<file path="src/rtl/layers_pkg.sv">
// layers_pkg: shared sprite-layer types and defaults for the layer mux / collision stage.
package layers_pkg;
    localparam int NUM_OBJ_DEF = 4;
    typedef logic [7:0] rgb332_t;
    localparam rgb332_t DEFAULT_RGB_DEF = 8'hFF;
    typedef enum logic {ARMED, FIRED} col_state_t;
endpackage

</file>
<file path="src/rtl/collision_latch.sv">
// collision_latch: one ARMED/FIRED collision channel with its per-frame hit accumulator bit.
module collision_latch
    import layers_pkg::*;
(
    input  logic clk,
    input  logic resetN,
    input  logic startOfFrame,
    input  logic i_hit,
    output logic o_pulse,
    output logic o_acc
);
    col_state_t r_state, w_next;
    logic       w_pulse;
    logic       r_pulse;
    logic       r_acc;
    // A hit in the startOfFrame cycle belongs to the new frame, so it fires straight away.
    always_comb begin
        w_next  = r_state;
        w_pulse = 1'b0;
        if (startOfFrame) begin
            w_next  = i_hit ? FIRED : ARMED;
            w_pulse = i_hit;
        end else if (r_state == ARMED && i_hit) begin
            w_next  = FIRED;
            w_pulse = 1'b1;
        end
    end
    always_ff @(posedge clk or negedge resetN) begin
        if (!resetN) begin
            r_state <= ARMED;
            r_pulse <= 1'b0;
            r_acc   <= 1'b0;
        end else begin
            r_state <= w_next;
            r_pulse <= w_pulse;
            r_acc   <= startOfFrame ? i_hit : (r_acc | i_hit);
        end
    end
    assign o_pulse = r_pulse;
    assign o_acc   = r_acc;
endmodule

</file>
<file path="src/rtl/layers_mux_collision.sv">
// layers_mux_collision: priority sprite-layer colour mux with player collision pulses
// and a per-frame collision mask published at each startOfFrame.
module layers_mux_collision
    import layers_pkg::*;
#(
    parameter int      NUM_OBJ     = NUM_OBJ_DEF,
    parameter rgb332_t DEFAULT_RGB = DEFAULT_RGB_DEF
) (
    input  logic                 clk,
    input  logic                 resetN,
    input  logic                 startOfFrame,
    input  logic [NUM_OBJ-1:0]   objDrawReq,
    input  logic [8*NUM_OBJ-1:0] objRGB,
    input  logic [7:0]           bgRGB,
    input  logic                 boardersDrawReq,
    output logic [7:0]           RGBOut,
    output logic [NUM_OBJ-1:0]   colPulse,
    output logic [NUM_OBJ-1:0]   frameHitMask
);
    rgb332_t            w_rgb;
    logic [NUM_OBJ-1:0] w_hit;
    logic [NUM_OBJ-1:0] w_acc;
    // Walk from lowest priority upward so layer 0 wins last.
    always_comb begin
        w_rgb = bgRGB;
        for (int i = NUM_OBJ - 1; i >= 0; i--)
            if (objDrawReq[i]) w_rgb = objRGB[8*i +: 8];
    end
    assign w_hit = {objDrawReq[NUM_OBJ-1:1] & {(NUM_OBJ-1){objDrawReq[0]}},
                    objDrawReq[0] & boardersDrawReq};
    for (genvar g = 0; g < NUM_OBJ; g++) begin : g_ch
        collision_latch u_latch (
            .clk          (clk),
            .resetN       (resetN),
            .startOfFrame (startOfFrame),
            .i_hit        (w_hit[g]),
            .o_pulse      (colPulse[g]),
            .o_acc        (w_acc[g])
        );
    end
    always_ff @(posedge clk or negedge resetN) begin
        if (!resetN) begin
            RGBOut       <= DEFAULT_RGB;
            frameHitMask <= '0;
        end else begin
            RGBOut       <= w_rgb;
            frameHitMask <= startOfFrame ? w_acc : frameHitMask;
        end
    end
endmodule

</file>
<file path="config.mk">
export PLATFORM = sky130hd
export DESIGN_NAME = layers_mux_collision
export DESIGN_NICKNAME = d
export VERILOG_FILES = /design/src/rtl/layers_pkg.sv /design/src/rtl/collision_latch.sv /design/src/rtl/layers_mux_collision.sv
export SDC_FILE = /design/constraint.sdc
export NUM_CORES = 1
export LEC_CHECK = 0
export ABC_CLOCK_PERIOD_IN_PS = 1900
export BUFFER_PORTS_ARGS = -buffer_cell sky130_fd_sc_hd__buf_2
export CAP_MARGIN = 20
export CORE_UTILIZATION = 47
export CTS_CLUSTER_DIAMETER = 60
export DETAILED_ROUTE_END_ITERATION = 16
export PLACE_DENSITY = 0.83
export SETUP_SLACK_MARGIN = 0.2
export SLEW_MARGIN = 5
export SYNTH_ARGS = -nofsm -noshare
export SYNTH_HDL_FRONTEND = slang
export SYNTH_SLANG_ARGS = --single-unit
</file>
<file path="constraint.sdc">
create_clock -name clk -period 1.9 [get_ports clk]
set_input_delay 0.095 -clock clk [delete_from_list [all_inputs] [get_ports clk]]
set_output_delay 0.095 -clock clk [all_outputs]
set_load 0.02 [all_outputs]
</file>
==> impl_metrics.env, run 1 <==
export IMPL_run_status="finished clean"
export IMPL_max_freq_mhz=911
export IMPL_n_antenna_cell=0
export IMPL_start_util_pct=49.6
export IMPL_start_kind="register"
export IMPL_top_layer="met4"
export IMPL_drv_slew=0
export IMPL_slowest_stage="dfstp_2"
export IMPL_area_growth_pct=26.7
export IMPL_viasPerCell=5.05
export IMPL_wirelength_mm=2.57
export IMPL_cts_sinks=24
export IMPL_seqCellArea_um2=611
export IMPL_fin_area_um2=1540
export IMPL_skew_ps=4.11
export IMPL_cts_root_buf="clkbuf_4"
export IMPL_final_net_count=213
export IMPL_power_frac_seq_pct=55.0
export IMPL_worst_ep_arrival_time_ps=1000
export IMPL_synth_compound_area_share_pct=17.2
export IMPL_rr_worst_depth=1
export IMPL_intPower_w=0.000772
export IMPL_cts_made_buffers=3
export IMPL_path_delay_family="flip-flops"
export IMPL_cellPowerDensity_nw_per_um2=692
export IMPL_rows=18
export IMPL_critical_path_max_stage_delay_ps=550
export IMPL_synth_seq_cells=24
export IMPL_syn_mean_instance_area_um2=11.6
export IMPL_place_area_um2=1510
export IMPL_cts_tree="yes"
export IMPL_nFillCells=212
export IMPL_drive_gt1_share_pct=57.3
export IMPL_clockBufferDepth=2
export IMPL_tns_ps=0
export IMPL_synth_cell_types=19
export IMPL_antenna_found_initial=0
export IMPL_cap_violations=0
export IMPL_fp_dieW_um=52.9
export IMPL_h_tree_depth=1
export IMPL_cts_resized=0
export IMPL_clk_latency_ps=300
export IMPL_core_um2=2450
export IMPL_cellLeakagePower_nw=0.793
export IMPL_rsz0062_at_grt="false"
export IMPL_io_pins=64
export IMPL_dieArea_um2=2800
export IMPL_netlist_instances=105
export IMPL_vias=980
export IMPL_r2r_end="frameHitMask[2]$_DFFE_PN0P_"
export IMPL_hp_class="in -> reg"
export IMPL_cp_max_fo=1
export IMPL_drt_met1_wl_mm=1.02
export IMPL_synth_area_mux_share_pct=16.9
export IMPL_p_sw_w=0.000296
export IMPL_hold_end="g_ch[0].u_latch.o_acc$_DFF_PN0_"
export IMPL_netlist_area_um2=1220
export IMPL_io_buffers=63
export IMPL_critical_path_buf_inv_count=1
export IMPL_post_cts_buffers=0
export IMPL_grt_max_degree=25
export IMPL_wl_met3_um=156
export IMPL_synthAdderAreaFrac_pct=0
export IMPL_dr_first_iter_drc_count=8
export IMPL_synth_xor_area_share_pct=0
export IMPL_grt_usage_pct=20.6
export IMPL_final_cell_mix="buf_2 (63), dfrtp_1 (16), a21oi_1 (12)"
export IMPL_grt_pass1_wl_mm=4.11
export IMPL_final_common_cell="buf_2"
export IMPL_drc=0
export IMPL_fin_crit_sh_pct=57.7
export IMPL_worstPathRequired_ps=1800
export IMPL_worst_slew_pin_slew_ps=516
export IMPL_crit_chain="buf_2"
export IMPL_critPathCaptureType="output pin"
export IMPL_first_pass_iters=4
export IMPL_max_slew_margin_rel_pct=65.6
export IMPL_synth_simple_area_share_pct=6.06
export IMPL_vdd_drop_max_v=0.000399
export IMPL_first_global_vias=936
export IMPL_hpwlAfterDp_mm=2.00
export IMPL_synth_top_family_by_area="compound AO/OA/AOI/OAI gates"
export IMPL_cts_clk_slew_worst_paths_ps=120
export IMPL_hold_viol=0
export IMPL_ys_warn_count=0
export IMPL_yosysSeqAreaShare_pct=50.2
export IMPL_postRouteAntennaNets=0
export IMPL_syn_nets=153
export IMPL_switching_share_pct=27.7
export IMPL_cts_hold_buf=1
export IMPL_grt_ovfl_total=0
export IMPL_setup_viol=0
export IMPL_r2r_start="g_ch[2].u_latch.o_acc$_DFF_PN0_"
export IMPL_hold_start="boardersDrawReq"
export IMPL_die_h_um=52.9
export IMPL_combPwrFrac_pct=24.2
export IMPL_holdPathStages=3
export IMPL_regToRegSetupSlack_ps=1110
export IMPL_wl_per_cell_um=13.2
export IMPL_place_gp_congestion=0.720
export IMPL_fin_crit_ps=1100
export IMPL_clockPowerShare_pct=20.7
export IMPL_multi_input_area_um2=488
export IMPL_wl_met2_mm=1.38
export IMPL_critPathKind="reg -> out"
[how the worst max path moves through the flow]
stage | from | to | cells past startpoint
3_5_place_dp | objDrawReq[1] | RGBOut[4]$_DFF_PN1_ | 4
2_1_floorplan | frameHitMask[2]$_DFFE_PN0P_ | frameHitMask[2]$_DFFE_PN0P_ | 1
4_1_cts | RGBOut[4]$_DFF_PN1_ | RGBOut[4] | 1
5_1_grt | RGBOut[4]$_DFF_PN1_ | RGBOut[4] | 1
6_report | RGBOut[4]$_DFF_PN1_ | RGBOut[4] | 1
3_3_place_gp | objDrawReq[1] | RGBOut[3]$_DFF_PN1_ | 4
[registers in the layout (all words and copies together) (netlist names)]
| register | cells |
|---|---|
| g_ch.u_latch.r_state | 4 |
| g_ch.u_latch.o_pulse | 4 |
| g_ch.u_latch.o_acc | 4 |
| frameHitMask | 4 |
| RGBOut | 8 |
[power groups by stage]
stage	sequential, W	clock, W	combinational, W
finish	0.000588	0.000221	0.000259
floorplan	0.000634	0	0.000121
CTS	0.000589	0.000234	0.000261
global route	0.000594	0.000251	0.000286
detailed placement	0.000599	0	0.000259
global placement	0.000596	0	0.000251
[layout make-up]
type,instances,area share (%)
inverters,11,3.57
well taps,30,2.43
multi-input cells,61,31.6
flip-flops and latches,24,39.6
clock buffers,4,1.70
repair buffers,64,21.1
[cells by family (layout without fill, tap and decap cells)]
| logic type | Yosys count | after routing |
|---|---|---|
| flip-flops | 24 | 24 |
| AO/OA/AOI/OAI | 29 | 29 |
| buffers and inverters | 20 | 79 |
| AND/OR/NAND/NOR | 13 | 13 |
| multiplexers | 19 | 19 |
[per-layer routing]
| layer | track usage [%] | vias to the layer above |
|---|---|---|
| met5 | 0 | - |
| met4 | 7.89 | 0 |
| met3 | 3.45 | 2 |
| met2 | 36.1 | 48 |
| met1 | 24.9 | 456 |
| li1 | - | 474 |
[through the flow]
step | worst slack [ps] | instances | utilization [%] | hold slack [ps] | power, W
after floorplan | 1050 | 105 | - | -201 | 0.000756
after global placement | 717 | 189 | 61.4 | 85.7 | 0.000847
after detailed placement | 662 | 189 | 61.4 | 99.6 | 0.000858
after CTS | 792 | 194 | 62.8 | 41.2 | 0.00108
after global routing | 771 | 194 | 62.8 | 63.7 | 0.00113
final | 803 | 194 | 62.8 | 63.7 | 0.00107
[synth_stat cells]
| cell type | count | share of area, % |
|---|---|---|
| a22o_1 | 1 | 0.72 |
| a21oi_1 | 12 | 4.9 |
| mux2i_1 | 7 | 5.8 |
| inv_1 | 10 | 3.1 |
| o22ai_2 | 8 | 8.2 |
| or2b_1 | 4 | 2.5 |
| bufinv_8 | 1 | 1.4 |
| mux2_2 | 11 | 10 |
| nor2_1 | 1 | 0.31 |
| dfrtp_1 | 16 | 33 |
| o21ai_0 | 8 | 3.3 |
| nand2_1 | 4 | 1.2 |
| mux2_1 | 1 | 0.92 |
| nand2b_1 | 3 | 1.5 |
| or3_1 | 1 | 0.51 |
| buf_2 | 3 | 1.2 |
| buf_4 | 5 | 3.1 |
| buf_6 | 1 | 0.92 |
| dfstp_2 | 8 | 17 |
(Power assumes the default switching activity.)
==> inputs of run 2 (changes only) <==
--- a/config.mk
+++ b/config.mk
@@ -5,13 +5,13 @@
 export SDC_FILE = /design/constraint.sdc
 export NUM_CORES = 1
 export LEC_CHECK = 0
-export ABC_CLOCK_PERIOD_IN_PS = 1900
+export ABC_CLOCK_PERIOD_IN_PS = 1150
 export BUFFER_PORTS_ARGS = -buffer_cell sky130_fd_sc_hd__buf_2
 export CAP_MARGIN = 20
-export CORE_UTILIZATION = 47
+export CORE_UTILIZATION = 44
 export CTS_CLUSTER_DIAMETER = 60
 export DETAILED_ROUTE_END_ITERATION = 16
-export PLACE_DENSITY = 0.83
+export PLACE_DENSITY = 0.78
 export SETUP_SLACK_MARGIN = 0.2
 export SLEW_MARGIN = 5
 export SYNTH_ARGS = -nofsm -noshare
==> constraint.sdc (replaced) <==
create_clock -name clk -period 1.15 [get_ports clk]
set_input_delay 0.0575 -clock clk [delete_from_list [all_inputs] [get_ports clk]]
set_output_delay 0.0575 -clock clk [all_outputs]
set_load 0.02 [all_outputs]
==> impl_metrics.env, run 2 (synthesis results as in run 1) <==
export IMPL_run_status="finished clean"
export IMPL_max_slew_margin_rel_pct=65.1
export IMPL_grt_max_degree=25
export IMPL_cp_max_fo=1
export IMPL_antenna_found_initial=0
export IMPL_drc=0
export IMPL_io_pins=64
export IMPL_regMostFlops="RGBOut"
export IMPL_first_global_vias=982
export IMPL_worst_ep_arrival_time_ps=990
export IMPL_crit_chain="buf_6"
export IMPL_drt_met1_wl_mm=1.06
export IMPL_worst_path_stages=1
export IMPL_r2r_end="frameHitMask[2]$_DFFE_PN0P_"
export IMPL_fin_crit_sh_pct=90.8
export IMPL_viasPerCell=5.03
export IMPL_grt_usage_pct=20.4
export IMPL_worst_slew_pin_slew_ps=523
export IMPL_fin_area_um2=1730
export IMPL_dr_first_iter_drc_count=3
export IMPL_grt_pass1_wl_mm=4.24
export IMPL_crit_path_end="RGBOut[3]"
export IMPL_critical_path_buf_inv_count=1
export IMPL_h_tree_depth=1
export IMPL_fp_dieW_um=54.6
export IMPL_critical_path_max_stage_delay_ps=560
export IMPL_cellLeakagePower_nw=0.867
export IMPL_cts_tree="yes"
export IMPL_skew_ps=0.897
export IMPL_start_util_pct=47.8
export IMPL_cellPowerDensity_nw_per_um2=1220
export IMPL_drv_slew=0
export IMPL_vdd_drop_max_v=0.00111
export IMPL_path_delay_family="flip-flops"
export IMPL_slowest_stage="dfstp_2"
export IMPL_die_h_um=54.6
export IMPL_critPathKind="reg -> out"
export IMPL_nFillCells=207
export IMPL_top_layer="met4"
export IMPL_hpwlAfterDp_mm=1.97
export IMPL_wl_met2_mm=1.50
export IMPL_core_um2=2540
export IMPL_wl_met3_um=194
export IMPL_setup_viol=0
export IMPL_io_buffers=63
export IMPL_tns_ps=0
export IMPL_largest_reg_flops=8
export IMPL_hold_viol=0
export IMPL_cts_made_buffers=3
export IMPL_hp_class="in -> reg"
export IMPL_cts_root_buf="clkbuf_4"
export IMPL_grt_ovfl_total=0
export IMPL_wirelength_mm=2.78
export IMPL_post_cts_buffers=0
export IMPL_cts_clk_slew_worst_paths_ps=130
export IMPL_n_antenna_cell=0
export IMPL_regToRegSetupSlack_ps=350
export IMPL_setup_ws_ps=106
export IMPL_pre_cts_ws_ps=59.0
export IMPL_cap_violations=0
export IMPL_critPathCaptureType="output pin"
export IMPL_drive_gt1_share_pct=56.7
export IMPL_clk_latency_ps=310
export IMPL_place_gp_congestion=0.772
export IMPL_fin_crit_ps=1040
export IMPL_start_kind="register"
export IMPL_first_pass_iters=3
export IMPL_rsz0062_at_grt="true"
export IMPL_dieArea_um2=2980
export IMPL_cts_sinks=24
export IMPL_final_util_pct=68.1
export IMPL_place_area_um2=1520
export IMPL_clockBufferDepth=2
export IMPL_crit_path_start="RGBOut[3]$_DFF_PN1_"
export IMPL_final_net_count=220
export IMPL_rr_worst_depth=1
export IMPL_area_growth_pct=42.4
export IMPL_rows=18
export IMPL_postRouteAntennaNets=0
export IMPL_max_freq_mhz=958
export IMPL_worstPathRequired_ps=1090
export IMPL_wl_per_cell_um=13.8
export IMPL_final_common_cell="buf_2"
export IMPL_vias=1012
export IMPL_r2r_start="g_ch[2].u_latch.o_acc$_DFF_PN0_"
export IMPL_final_cell_mix="buf_2 (47), dfrtp_1 (16), buf_6 (16)"
-- run 2: changes by cell type in the layout (fill, tap and decap cells not counted) --
cell           previous run  this run
clkbuf_1                  1         0
buf_4                     0         2
bufinv_16                 0         1
buf_2                    63        47
dlygate4sd3_1             1         6
buf_6                     0        16
-- run 2: worst min path at each step --
stage,start,end,slack (ps),cells after the start
after floorplan,resetN,frameHitMask[0]$_DFFE_PN0P_,-240,0
after global placement,resetN,g_ch[0].u_latch.o_acc$_DFF_PN0_,50,1
after detailed placement,resetN,g_ch[2].u_latch.o_pulse$_DFF_PN0_,60,1
after CTS,objRGB[0],RGBOut[0]$_DFF_PN1_,6,3
after global routing,objRGB[6],RGBOut[6]$_DFF_PN1_,3,3
final,objRGB[4],RGBOut[4]$_DFF_PN1_,20,3
-- run 2: final cells by class --
class / instances / area (µm²) / share of cell area [%]
clock inverters: 1 / 30.0 / 1.73
inverters: 11 / 55.1 / 3.17
flip-flops and latches: 24 / 611 / 35.2
repair buffers: 71 / 490 / 28.3
multi-input cells: 61 / 488 / 28.1
clock buffers: 3 / 22.5 / 1.30
well taps: 30 / 37.5 / 2.16
-- run 2: repair_timing --
action                                  CTS  global route
resized for setup                        16            16
pin swaps                                 0             0
hold endpoints to repair                 19             4
hold buffers                              2             4
endpoints found under the setup margin    8            16
-- run 2: routing by layer --
metal	track usage, %	vias to the layer above
met2	36.7	50
met1	23.4	470
li1	-	490
met4	3.85	0
met3	6.67	2
met5	0	-
-- run 2: power by group --
| group | leakage (nW) | switching [W] | total, W | internal (W) |
|---|---|---|---|---|
| clock network | 0.0279 | 0.000258 | 0.000610 | 0.000352 |
| logic | 0.557 | 0.000233 | 0.000511 | 0.000278 |
| registers | 0.282 | 0.0000435 | 0.000987 | 0.000943 |
-- run 2: through the flow --
stage | std cells | power, W | hold slack, ps
floorplan | 105 | 0.00125 | -238
global placement | 191 | 0.00141 | 51.6
detailed placement | 191 | 0.00142 | 63.0
CTS | 197 | 0.00207 | 6.39
global route | 201 | 0.00222 | 2.52
finish | 201 | 0.00211 | 19.1
